**config.mk**
```make
export PLATFORM = sky130hd
export DESIGN_NAME = byte_uart_tx
export DESIGN_NICKNAME = d
export VERILOG_FILES = /design/src/rtl/uart_pkg.sv /design/src/rtl/byte_fifo.sv /design/src/rtl/byte_uart_tx.sv
export SDC_FILE = /design/constraint.sdc
export NUM_CORES = 1
export LEC_CHECK = 0
export CAP_MARGIN = 10
export CORE_UTILIZATION = 49
export CTS_BUF_LIST = sky130_fd_sc_hd__clkbuf_8
export DETAILED_ROUTE_END_ITERATION = 8
export PLACE_DENSITY = 0.68
export RECOVER_POWER = 100
export SLEW_MARGIN = 15
export SYNTH_ARGS = -nofsm -noshare
export SYNTH_HDL_FRONTEND = slang
export SYNTH_SLANG_ARGS = --single-unit
```
**constraint.sdc**
```tcl
create_clock -name clk -period 3.2 [get_ports clk]
set_input_delay 0.96 -clock clk [delete_from_list [all_inputs] [get_ports clk]]
set_output_delay 0.96 -clock clk [all_outputs]
set_load 0.03 [all_outputs]
```
**src/rtl/uart_pkg.sv**
```systemverilog
// Shared definitions for the byte UART transmitter.
// State encoding, default baud divider and frame size.
package uart_pkg;

    typedef enum logic [1:0] {
        IDLE,
        START,
        DATA,
        STOP
    } state_e;

    localparam int unsigned CLK_DIV_DEF = 434;
    localparam int unsigned FRAME_BITS  = 10;

endpackage

```
**src/rtl/byte_fifo.sv**
```systemverilog
// Synchronous byte FIFO with clock enable and occupancy count.
// Push while full is accepted only when a pop frees a slot on the same edge.
module byte_fifo
    import uart_pkg::*;
#(
    parameter int unsigned DEPTH = 4
) (
    input  logic                       clk,
    input  logic                       rst,
    input  logic                       ce,
    input  logic                       push_i,
    input  logic                       pop_i,
    input  logic [7:0]                 data_i,
    output logic [7:0]                 data_o,
    output logic                       full_o,
    output logic                       empty_o,
    output logic [$clog2(DEPTH+1)-1:0] level_o
);

    localparam int unsigned AW = $clog2(DEPTH);
    localparam int unsigned LW = $clog2(DEPTH + 1);

    logic [7:0]    mem_q [DEPTH];
    logic [AW-1:0] wr_q;
    logic [AW-1:0] rd_q;
    logic [LW-1:0] cnt_q;
    logic [LW-1:0] cnt_d;
    logic          do_push;
    logic          do_pop;

    assign full_o  = (cnt_q == LW'(DEPTH));
    assign empty_o = (cnt_q == '0);
    assign level_o = cnt_q;
    assign data_o  = mem_q[rd_q];

    assign do_pop  = ce & pop_i & ~empty_o;
    assign do_push = ce & push_i & (~full_o | do_pop);

    always_comb begin
        cnt_d = cnt_q;
        unique case (1'b1)
            do_push & ~do_pop: cnt_d = cnt_q + LW'(1);
            do_pop & ~do_push: cnt_d = cnt_q - LW'(1);
            default:           cnt_d = cnt_q;
        endcase
    end

    always_ff @(posedge clk or negedge rst) begin
        if (!rst) begin
            wr_q  <= '0;
            rd_q  <= '0;
            cnt_q <= '0;
        end else begin
            if (do_push) wr_q <= wr_q + AW'(1);
            if (do_pop)  rd_q <= rd_q + AW'(1);
            cnt_q <= cnt_d;
        end
    end

    // Storage needs no reset: pointers and count define validity.
    always_ff @(posedge clk) begin
        if (do_push) mem_q[wr_q] <= data_i;
    end

endmodule

```
**src/rtl/byte_uart_tx.sv**
```systemverilog
// UART 8N1 transmitter with input byte FIFO, LSB first.
// Frames run back-to-back while the FIFO holds data.
module byte_uart_tx
    import uart_pkg::*;
#(
    parameter int unsigned CLK_DIV    = CLK_DIV_DEF,
    parameter int unsigned FIFO_DEPTH = 4
) (
    input  logic                            clk,
    input  logic                            rst,
    input  logic                            ce,
    input  logic                            byte_dv,
    input  logic [7:0]                      byte_data,
    output logic                            tx,
    output logic                            busy,
    output logic                            overflow,
    output logic [$clog2(FIFO_DEPTH+1)-1:0] fifo_level
);

    localparam int unsigned CW = $clog2(CLK_DIV);

    state_e        state_q;
    logic [CW-1:0] cnt_q;
    logic [2:0]    idx_q;
    logic [7:0]    shift_q;
    logic          tx_q;
    logic          ovf_q;
    logic          ovf_d;

    logic          cnt_end;
    logic          pop;
    logic          full;
    logic          empty;
    logic [7:0]    fifo_dout;

    assign cnt_end = (cnt_q == CW'(CLK_DIV - 1));

    assign pop = ce & ~empty &
                 ((state_q == IDLE) |
                  ((state_q == STOP) & cnt_end));

    assign ovf_d = ce & byte_dv & full & ~pop;

    byte_fifo #(
        .DEPTH (FIFO_DEPTH)
    ) u_fifo (
        .clk     (clk),
        .rst     (rst),
        .ce      (ce),
        .push_i  (byte_dv),
        .pop_i   (pop),
        .data_i  (byte_data),
        .data_o  (fifo_dout),
        .full_o  (full),
        .empty_o (empty),
        .level_o (fifo_level)
    );

    always_ff @(posedge clk or negedge rst) begin
        if (!rst) begin
            state_q <= IDLE;
            cnt_q   <= '0;
            idx_q   <= '0;
            shift_q <= '0;
            tx_q    <= 1'b1;
            ovf_q   <= 1'b0;
        end else begin
            ovf_q <= ovf_d;
            if (ce) begin
                unique case (state_q)
                    IDLE: begin
                        tx_q <= 1'b1;
                        if (!empty) begin
                            shift_q <= fifo_dout;
                            cnt_q   <= '0;
                            state_q <= START;
                            tx_q    <= 1'b0;
                        end
                    end
                    START: begin
                        if (cnt_end) begin
                            cnt_q   <= '0;
                            idx_q   <= '0;
                            state_q <= DATA;
                            tx_q    <= shift_q[0];
                        end else begin
                            cnt_q <= cnt_q + CW'(1);
                        end
                    end
                    DATA: begin
                        if (cnt_end) begin
                            cnt_q   <= '0;
                            shift_q <= shift_q >> 1;
                            if (idx_q == 3'd7) begin
                                state_q <= STOP;
                                tx_q    <= 1'b1;
                            end else begin
                                idx_q <= idx_q + 3'd1;
                                tx_q  <= shift_q[1];
                            end
                        end else begin
                            cnt_q <= cnt_q + CW'(1);
                        end
                    end
                    STOP: begin
                        if (cnt_end) begin
                            cnt_q <= '0;
                            if (!empty) begin
                                shift_q <= fifo_dout;
                                state_q <= START;
                                tx_q    <= 1'b0;
                            end else begin
                                state_q <= IDLE;
                                tx_q    <= 1'b1;
                            end
                        end else begin
                            cnt_q <= cnt_q + CW'(1);
                        end
                    end
                    default: begin
                        state_q <= IDLE;
                        tx_q    <= 1'b1;
                    end
                endcase
            end
        end
    end

    assign tx       = tx_q;
    assign overflow = ovf_q;
    assign busy     = (state_q != IDLE) | (fifo_level != '0);

endmodule

```
==> impl_results.rst, run 1 <==
.. list-table::
   :header-rows: 1

   * - Metric
     - Value
   * - Wire length of the first global-routing pass
     - 8420 um
   * - Cts hold-fix bufs
     - 0
   * - Max FO, Critical Path
     - 6
   * - DRT Pass-1 Iters
     - 4
   * - Clock insertion delay at the later pin of the skew report
     - 340 ps
   * - Crit-path max cell delay
     - 740 ps
   * - Routed WL
     - 4990 um
   * - Layout-stage area growth over the synthesis result
     - 14.8%
   * - Met3 Routed Length
     - 122 um
   * - Power per cell area
     - 852 nW/um^2
   * - Data arrival time at the worst-slack endpoint
     - 2020 ps
   * - Number of instances in the placed design
     - 307
   * - DRC violations left
     - 0
   * - Max-slew headroom
     - -14.9%
   * - Die ar.
     - 6360 sq um
   * - Effective utilization at floorplan
     - 52.2%
   * - Setup total negative slack
     - 0 ps
   * - Crit Path Category
     - flip-flop to primary output
   * - Synth Warn #
     - 0
   * - Kind of start point of the critical path
     - flip-flop
   * - Yosys reg bits
     - 63
   * - Height of the die
     - 79.7 um
   * - Global placer's final weighted congestion
     - 0.766
   * - Finished layout cell area
     - 3400 sq um
   * - Die extent in x
     - 79.7 um
   * - Setup repair after global routing missed its margin
     - false
   * - Highest clock frequency the design can meet
     - 335 MHz
   * - Register clock-pin slew on the reported worst setup and hold paths
     - 70 ps
   * - Post-synthesis cell area
     - 2960 sq um
   * - Clock Tree Root
     - sky130_fd_sc_hd__clkbuf_8
   * - Worst min-delay path category
     - flip-flop to flip-flop
   * - Period minus WS final
     - 2980 ps
   * - Post-synthesis sequential area ratio
     - 58.7%
   * - Met2 WL post-DR
     - 2350 um
   * - Count of input and output buffers
     - 17
   * - Maximum level of the CTS H-tree
     - 3
   * - Core area
     - 5680 sq um
   * - DPL Wire Length
     - 3600 um
   * - TritonCTS clock tree
     - done
   * - Via count normalized by instance count
     - 5.45
   * - IO Pins
     - 18
   * - Number of buffers inserted during clock tree synthesis
     - 9
   * - Antenna violations before repair
     - 0
   * - Post-synth top flop
     - sky130_fd_sc_hd__edfxtp_1
   * - Failing checks
     - capacitance limit, slew limit
   * - Synthesized instance count
     - 221
   * - Sinks on the clock net
     - 63
   * - Top routing layer in use
     - met4
   * - Cells resized by post-CTS repair
     - 0
   * - Total congestion overflow after global routing
     - 0
   * - Fin Clk Skew
     - 12.4 ps
   * - Final slew viol count
     - 32
   * - Setup violators final
     - 0
   * - Dpl cell area
     - 3220 sq um
   * - Post-Place Setup Slack
     - 293 ps
   * - Mean area per synthesized cell
     - 13.4 sq um
   * - GRT Total Usage
     - 18.2%
   * - Share of cells above drive strength 1
     - 15.2%
   * - Buffers & Inverters on Critical Path
     - 2
   * - Buffers inserted by post-CTS timing repair
     - 0
   * - WP data required
     - 2240 ps
   * - Number of hold violations in the final report
     - 0
   * - Antenna diode count
     - 0
   * - Ratio of final minimum period to clock period
     - 93.3%
   * - Met1 Wirelength
     - 2410 um
   * - Hold Slack
     - 477 ps
   * - Non-filler instance count after layout
     - 322
   * - Least-Margin Pin Slew
     - 1720 ps
   * - Vias in the first global route
     - 1710
   * - Share of synthesized flip-flops with an asynchronous set or reset
     - 49.2%
   * - Run status
     - complete, but fails checks
   * - Average wire per standard cell
     - 15.5 um
   * - Number of standard-cell rows in the floorplan
     - 27
   * - Residual antenna-violating net count after detailed routing
     - 0
   * - Critical path capture point type
     - primary output
   * - Count of distinct cell types in the synthesized netlist
     - 45
   * - Reported max-cap violation count
     - 1
   * - Buffer levels on the longest clock path
     - 2
   * - Number of enable flip-flop cells after synthesis
     - 32
   * - Initial DRC count
     - 100
   * - Post-Synthesis Net Count
     - 248
   * - Largest net degree at the start of global routing
     - 32
   * - Largest delay contributor family on the critical path
     - buffers and inverters
   * - Total leakage power
     - 0.00135 uW
   * - Post-layout worst setup margin
     - 216 ps
   * - Post-layout net count
     - 273
   * - Largest vdd supply drop
     - 0.373 mV
   * - Routed via count
     - 1756
   * - Critical Path, Cell by Cell
     - inv_1 -> ha_1 -> nand2_1 -> dlygate4sd3_1
   * - Critical-path top delay cell
     - sky130_fd_sc_hd__dlygate4sd3_1
==> cells in the mapped netlist (2+ instances only) <==
library cell,count,share of area [%]
sky130_fd_sc_hd__nor2_1,7,0.89
sky130_fd_sc_hd__nand3_1,9,1.5
sky130_fd_sc_hd__mux2i_1,9,3.0
sky130_fd_sc_hd__a31oi_1,3,0.63
sky130_fd_sc_hd__nand2_1,23,2.9
sky130_fd_sc_hd__nor2b_1,3,0.63
sky130_fd_sc_hd__o21ai_0,21,3.5
sky130_fd_sc_hd__inv_1,9,1.1
sky130_fd_sc_hd__ha_1,14,5.9
sky130_fd_sc_hd__mux2_2,2,0.76
sky130_fd_sc_hd__edfxtp_1,32,32
sky130_fd_sc_hd__o41ai_1,2,0.59
sky130_fd_sc_hd__clkbuf_1,4,0.51
sky130_fd_sc_hd__o21ai_1,2,0.34
sky130_fd_sc_hd__nand2b_1,4,0.84
sky130_fd_sc_hd__dfrtp_1,30,25
sky130_fd_sc_hd__and2_2,4,1.0
sky130_fd_sc_hd__mux4_2,8,6.1
sky130_fd_sc_hd__o31ai_1,5,1.3
sky130_fd_sc_hd__xnor2_1,4,1.2
sky130_fd_sc_hd__buf_2,2,0.34
==> power by group <==
group          total, uW  internal (uW)  switching (uW)
clock                733            432             300
sequential          1240           1040             194
combinational        928            436             493
total               2900           1910             987
==> layer usage <==
layer,GRT usage [%],vias to the layer above
met5,0,-
met4,9.64,0
met3,4.11,11
met2,28.2,26
met1,23.8,857
li1,-,862
==> placed cells by master, fill, tap and decap left out, drive strengths merged, types with 2 or more instances in the layout <==
master	n
edfxtp	32
dfrtp	30
nand2	24
o21ai	23
dlygate4sd3	16
ha	14
clkbuf	11
inv	9
nand3	9
mux2i	9
mux4	8
nor2	7
o31ai	5
xnor2	4
nand2b	4
and2	4
clkinv	4
nor2b	3
a31oi	3
mux2	3
o41ai	2
bufinv	2
buf	2
a21o	2
==> through the flow <==
step	power (uW)	utilization (%)
after floorplan	1980	-
after global placement	2200	56.7
after detailed placement	2230	56.7
after CTS	2960	60.4
after global routing	3110	59.9
final	2900	59.9
==> worst paths after layout <==
path	cells past startpoint	to	slack, ps	start
max in group asynchronous	2	shift_q[0]	590	rst
worst max register to register	7	u_fifo.mem_q[3][1]	390	cnt_q[1]
worst min-delay path	2	tx	480	tx
worst min register to register	2	tx	480	tx
worst max-delay path	4	busy	220	state_q[0]
min in group asynchronous	2	state_q[0]	1600	rst
==> tightest hold or removal path: stages, from the launching register on <==
cell and delay [ps]:
sky130_fd_sc_hd__dfstp_2 370, sky130_fd_sc_hd__nand2_1 40, sky130_fd_sc_hd__o21ai_0 70
==> layout make-up <==
type / count / area [sq um]
fillers: 462 / 2270
flip-flops and latches: 63 / 1740
multi-input cells: 142 / 1140
repair buffers: 21 / 193
clock buffers: 9 / 124
well taps: 72 / 90.1
clock inverters: 6 / 86.3
inverters: 9 / 33.8
==> state kept, by name, indices dropped and copies added, names as in the netlist <==
name,count
tx,1
shift_q,8
idx_q,3
u_fifo.rd_q,2
u_fifo.level_o,3
overflow,1
u_fifo.wr_q,2
state_q,2
u_fifo.mem_q,32
cnt_q,9
==> kinds of logic (layout without fill, tap and decap cells) <==
| family | count (synthesis) | count (layout) | synth area share [%] |
|---|---|---|---|
| DFF | 63 | 63 | 58.7 |
| xor gates and xnor gates | 5 | 5 | 1.48 |
| and+or+nand+nor | 60 | 60 | 11.2 |
| adders and majority gates | 15 | 15 | 6.59 |
| muxes | 20 | 20 | 10.4 |
| buffers and inverters | 16 | 45 | 2.37 |
| AOI/OAI and AO/OA | 42 | 42 | 9.34 |
Note: power is estimated with default switching activity, not from simulation.
==> run 2, diff against run 1 <==
SLEW_MARGIN = unset   (was 15)
==> results of run 2 <==
The final DEF is identical to that of run 1; final timing and power are the same.
==> run 3, diff against run 2 <==
MAX_ROUTING_LAYER = met4   (was unset)
PLACE_DENSITY = unset   (was 0.68)
PLACE_DENSITY_LB_ADDON = 0.12   (was unset)
SLEW_MARGIN = 20   (was unset)
==> run 3 against run 2 <==
Effect of this change: the run still ends with capacitance limit, slew limit left; register-to-register slack got worse by 40 ps; highest routed layer unchanged; via count rose by 0.34%; maximum frequency grew 0.40%; cell area decreased by 1.4%; setup slack improved by 12 ps; sequential share of layout area rose by 0.71 points.
==> impl_results.rst, run 3 (same netlist as run 1, synthesis figures left out) <==
.. list-table::
   :header-rows: 1

   * - Metric
     - Value
   * - Layout-stage area growth over the synthesis result
     - 13.3% (was 14.8%)
   * - Number of hold violations in the final report
     - 0 (unchanged)
   * - Largest delay contributor family on the critical path
     - buffers and inverters (unchanged)
   * - Max FFs per register
     - 32 (unchanged)
   * - Clock insertion delay at the later pin of the skew report
     - 330 ps (was 340 ps)
   * - Cells resized by post-CTS repair
     - 0 (unchanged)
   * - Number of buffers inserted during clock tree synthesis
     - 9 (unchanged)
   * - Non-filler instance count after layout
     - 323 (was 322)
   * - Registers with the most flip-flops
     - u_fifo.mem_q x32, cnt_q x9, shift_q x8 (unchanged)
   * - Finished layout cell area
     - 3350 sq um (was 3400 sq um)
   * - GRT Total Usage
     - 19.0% (was 18.2%)
   * - Sequential standard cell area
     - 1740 sq um (unchanged)
   * - Total congestion overflow after global routing
     - 0 (unchanged)
   * - Kind of start point of the critical path
     - flip-flop (unchanged)
   * - Reported max-cap violation count
     - 1 (unchanged)
   * - Worst min-delay path category
     - flip-flop to flip-flop (unchanged)
   * - Residual antenna-violating net count after detailed routing
     - 0 (unchanged)
   * - Antenna diode count
     - 0 (unchanged)
   * - Max-slew headroom
     - -12.6% (was -14.9%)
   * - Register clock-pin slew on the reported worst setup and hold paths
     - 70 ps (about the same)
   * - Setup total negative slack
     - 0 ps (unchanged)
   * - Maximum level of the CTS H-tree
     - 3 (unchanged)
   * - Global placer's final weighted congestion
     - 0.803 (was 0.766)
   * - Final slew viol count
     - 32 (unchanged)
   * - Effective utilization at floorplan
     - 52.2% (unchanged)
   * - Core area
     - 5680 sq um (unchanged)
   * - Multi-input gate area in the final layout
     - 1130 sq um (was 1140 sq um)
   * - Wire length of the first global-routing pass
     - 8620 um (was 8420 um)
   * - Fill count
     - 480 (was 462)
   * - Ratio of final minimum period to clock period
     - 92.9% (was 93.3%)
   * - Clock network power share
     - 21.5% (was 25.3%)
   * - Initial DRC count
     - 107 (was 100)
   * - Total net switching power
     - 1000 uW (was 987 uW)
   * - WP data required
     - 2240 ps (about the same)
   * - Sinks on the clock net
     - 63 (unchanged)
   * - DRT Pass-1 Iters
     - 6 (was 4)
   * - Met1 Wirelength
     - 2680 um (was 2410 um)
   * - Met2 WL post-DR
     - 2220 um (was 2350 um)
   * - Least-Margin Pin Slew
     - 1690 ps (was 1720 ps)
   * - Period minus WS final
     - 2970 ps (was 2980 ps)
   * - Buffer levels on the longest clock path
     - 2 (unchanged)
   * - Largest register by flop count
     - u_fifo.mem_q (unchanged)
   * - Count of input and output buffers
     - 17 (unchanged)
   * - Sequential share of power
     - 44.5% (was 42.7%)
   * - Clock Tree Root
     - sky130_fd_sc_hd__clkbuf_8 (unchanged)
   * - Die ar.
     - 6360 sq um (unchanged)
   * - Buffers & Inverters on Critical Path
     - 2 (unchanged)
   * - Via count normalized by instance count
     - 5.46 (was 5.45)
   * - Setup violators final
     - 0 (unchanged)
   * - Failing checks
     - capacitance limit, slew limit (unchanged)
   * - Die extent in x
     - 79.7 um (unchanged)
   * - Max FO, Critical Path
     - 6 (unchanged)
   * - Dpl cell area
     - 3220 sq um (unchanged)
   * - Critical Path, Cell by Cell
     - inv_1 -> ha_1 -> nand2_1 -> dlygate4sd3_1 (unchanged)
   * - Data arrival time at the worst-slack endpoint
     - 2010 ps (was 2020 ps)
   * - Number of standard-cell rows in the floorplan
     - 27 (unchanged)
   * - Post-layout net count
     - 273 (unchanged)
   * - DPL Wire Length
     - 3660 um (was 3600 um)
   * - Critical-path top delay cell
     - sky130_fd_sc_hd__dlygate4sd3_1 (unchanged)
   * - Hold Slack
     - 480 ps (was 477 ps)
   * - Crit Path Category
     - flip-flop to primary output (unchanged)
   * - Met3 Routed Length
     - 168 um (was 122 um)
   * - Total leakage power
     - 0.00132 uW (was 0.00135 uW)
   * - Most common cell after layout, fill and taps aside
     - sky130_fd_sc_hd__edfxtp_1 (unchanged)
   * - Fin Clk Skew
     - 5.57 ps (was 12.4 ps)
   * - Cts hold-fix bufs
     - 0 (unchanged)
   * - DRC violations left
     - 0 (unchanged)
   * - Routed via count
     - 1762 (was 1756)
   * - Final Total Pwr
     - 2760 uW (was 2900 uW)
   * - Antenna violations before repair
     - 0 (unchanged)
   * - Routed WL
     - 5110 um (was 4990 um)
   * - Run status
     - complete, but fails checks (unchanged)
   * - Largest net degree at the start of global routing
     - 32 (unchanged)
   * - Top routing layer in use
     - met4 (unchanged)
   * - R2R Setup Slk
     - 350 ps (was 390 ps)
   * - Highest clock frequency the design can meet
     - 336 MHz (was 335 MHz)
   * - Share of cells above drive strength 1
     - 16.3% (was 15.2%)
   * - Crit-path max cell delay
     - 740 ps (about the same)
   * - Critical path capture point type
     - primary output (unchanged)
   * - Average wire per standard cell
     - 15.8 um (was 15.5 um)
   * - Fraction of power spent switching nets
     - 36.3% (was 34.1%)
   * - Height of the die
     - 79.7 um (unchanged)
   * - Buffers inserted by post-CTS timing repair
     - 0 (unchanged)
   * - Largest vdd supply drop
     - 0.420 mV (was 0.373 mV)
   * - Design internal power
     - 1760 uW (was 1910 uW)
   * - Setup repair after global routing missed its margin
     - false (unchanged)
   * - Vias in the first global route
     - 1732 (was 1710)
   * - Number of instances in the placed design
     - 307 (unchanged)
   * - Comb power frac
     - 33.9% (was 32.0%)
   * - IO Pins
     - 18 (unchanged)
   * - Commonest non-fill, non-tap cells in the layout
     - sky130_fd_sc_hd__edfxtp_1, sky130_fd_sc_hd__dfrtp_1, sky130_fd_sc_hd__nand2_1, sky130_fd_sc_hd__o21ai_0, sky130_fd_sc_hd__dlygate4sd3_1 (unchanged)
   * - TritonCTS clock tree
     - done (unchanged)
   * - Power per cell area
     - 823 nW/um^2 (was 852 nW/um^2)
run 3: layout make-up:
cell class,instances,area share (%)
flip-flops and latches,63,51.8
multi-input cells,142,33.7
repair buffers,21,5.63
clock buffers,9,3.69
well taps,72,2.69
clock inverters,7,1.45
inverters,9,1.01
run 3: power by group through the flow:
| stage | logic, uW | clock network [uW] | registers, uW |
|---|---|---|---|
| after global routing | 1050 | 655 | 1260 |
| after global placement | 967 | 0 | 1250 |
| after floorplan | 767 | 0 | 1210 |
| after detailed placement | 983 | 0 | 1250 |
| after CTS | 984 | 614 | 1240 |
| final | 937 | 594 | 1230 |
run 3: final timing paths:
kind	start	to	cells after the start
setup / recovery	state_q[0]	busy	4
hold / removal	tx	tx	2
setup reg to reg	cnt_q[1]	u_fifo.mem_q[1][5]	7
hold reg to reg	tx	tx	2
max in group asynchronous	rst	idx_q[0]	2
min in group asynchronous	rst	state_q[0]	2
run 3: metrics by stage:
| step | util (%) | setup WS, ps |
|---|---|---|
| 2_1_floorplan | - | 959 |
| 3_3_place_gp | 56.7 | 381 |
| 3_5_place_dp | 56.7 | 338 |
| 4_1_cts | 59.7 | 282 |
| 5_1_grt | 59.1 | 98.3 |
| 6_report | 59.1 | 228 |
run 3: worst register-to-register path, delay by kind of cell (launching register included):
kind            cells  cell delay, ps
compound gates      2             850
fa+ha+maj           1             130
buf+inv             1              80
flops               1             410
simple gates        3            1070
run 3: layer usage:
layer | track usage (%) | vias up
met2 | 25.5 | 33
met1 | 27.9 | 861
met3 | 4.11 | 5
met4 | 8.04 | 0
met5 | - | -
li1 | - | 863
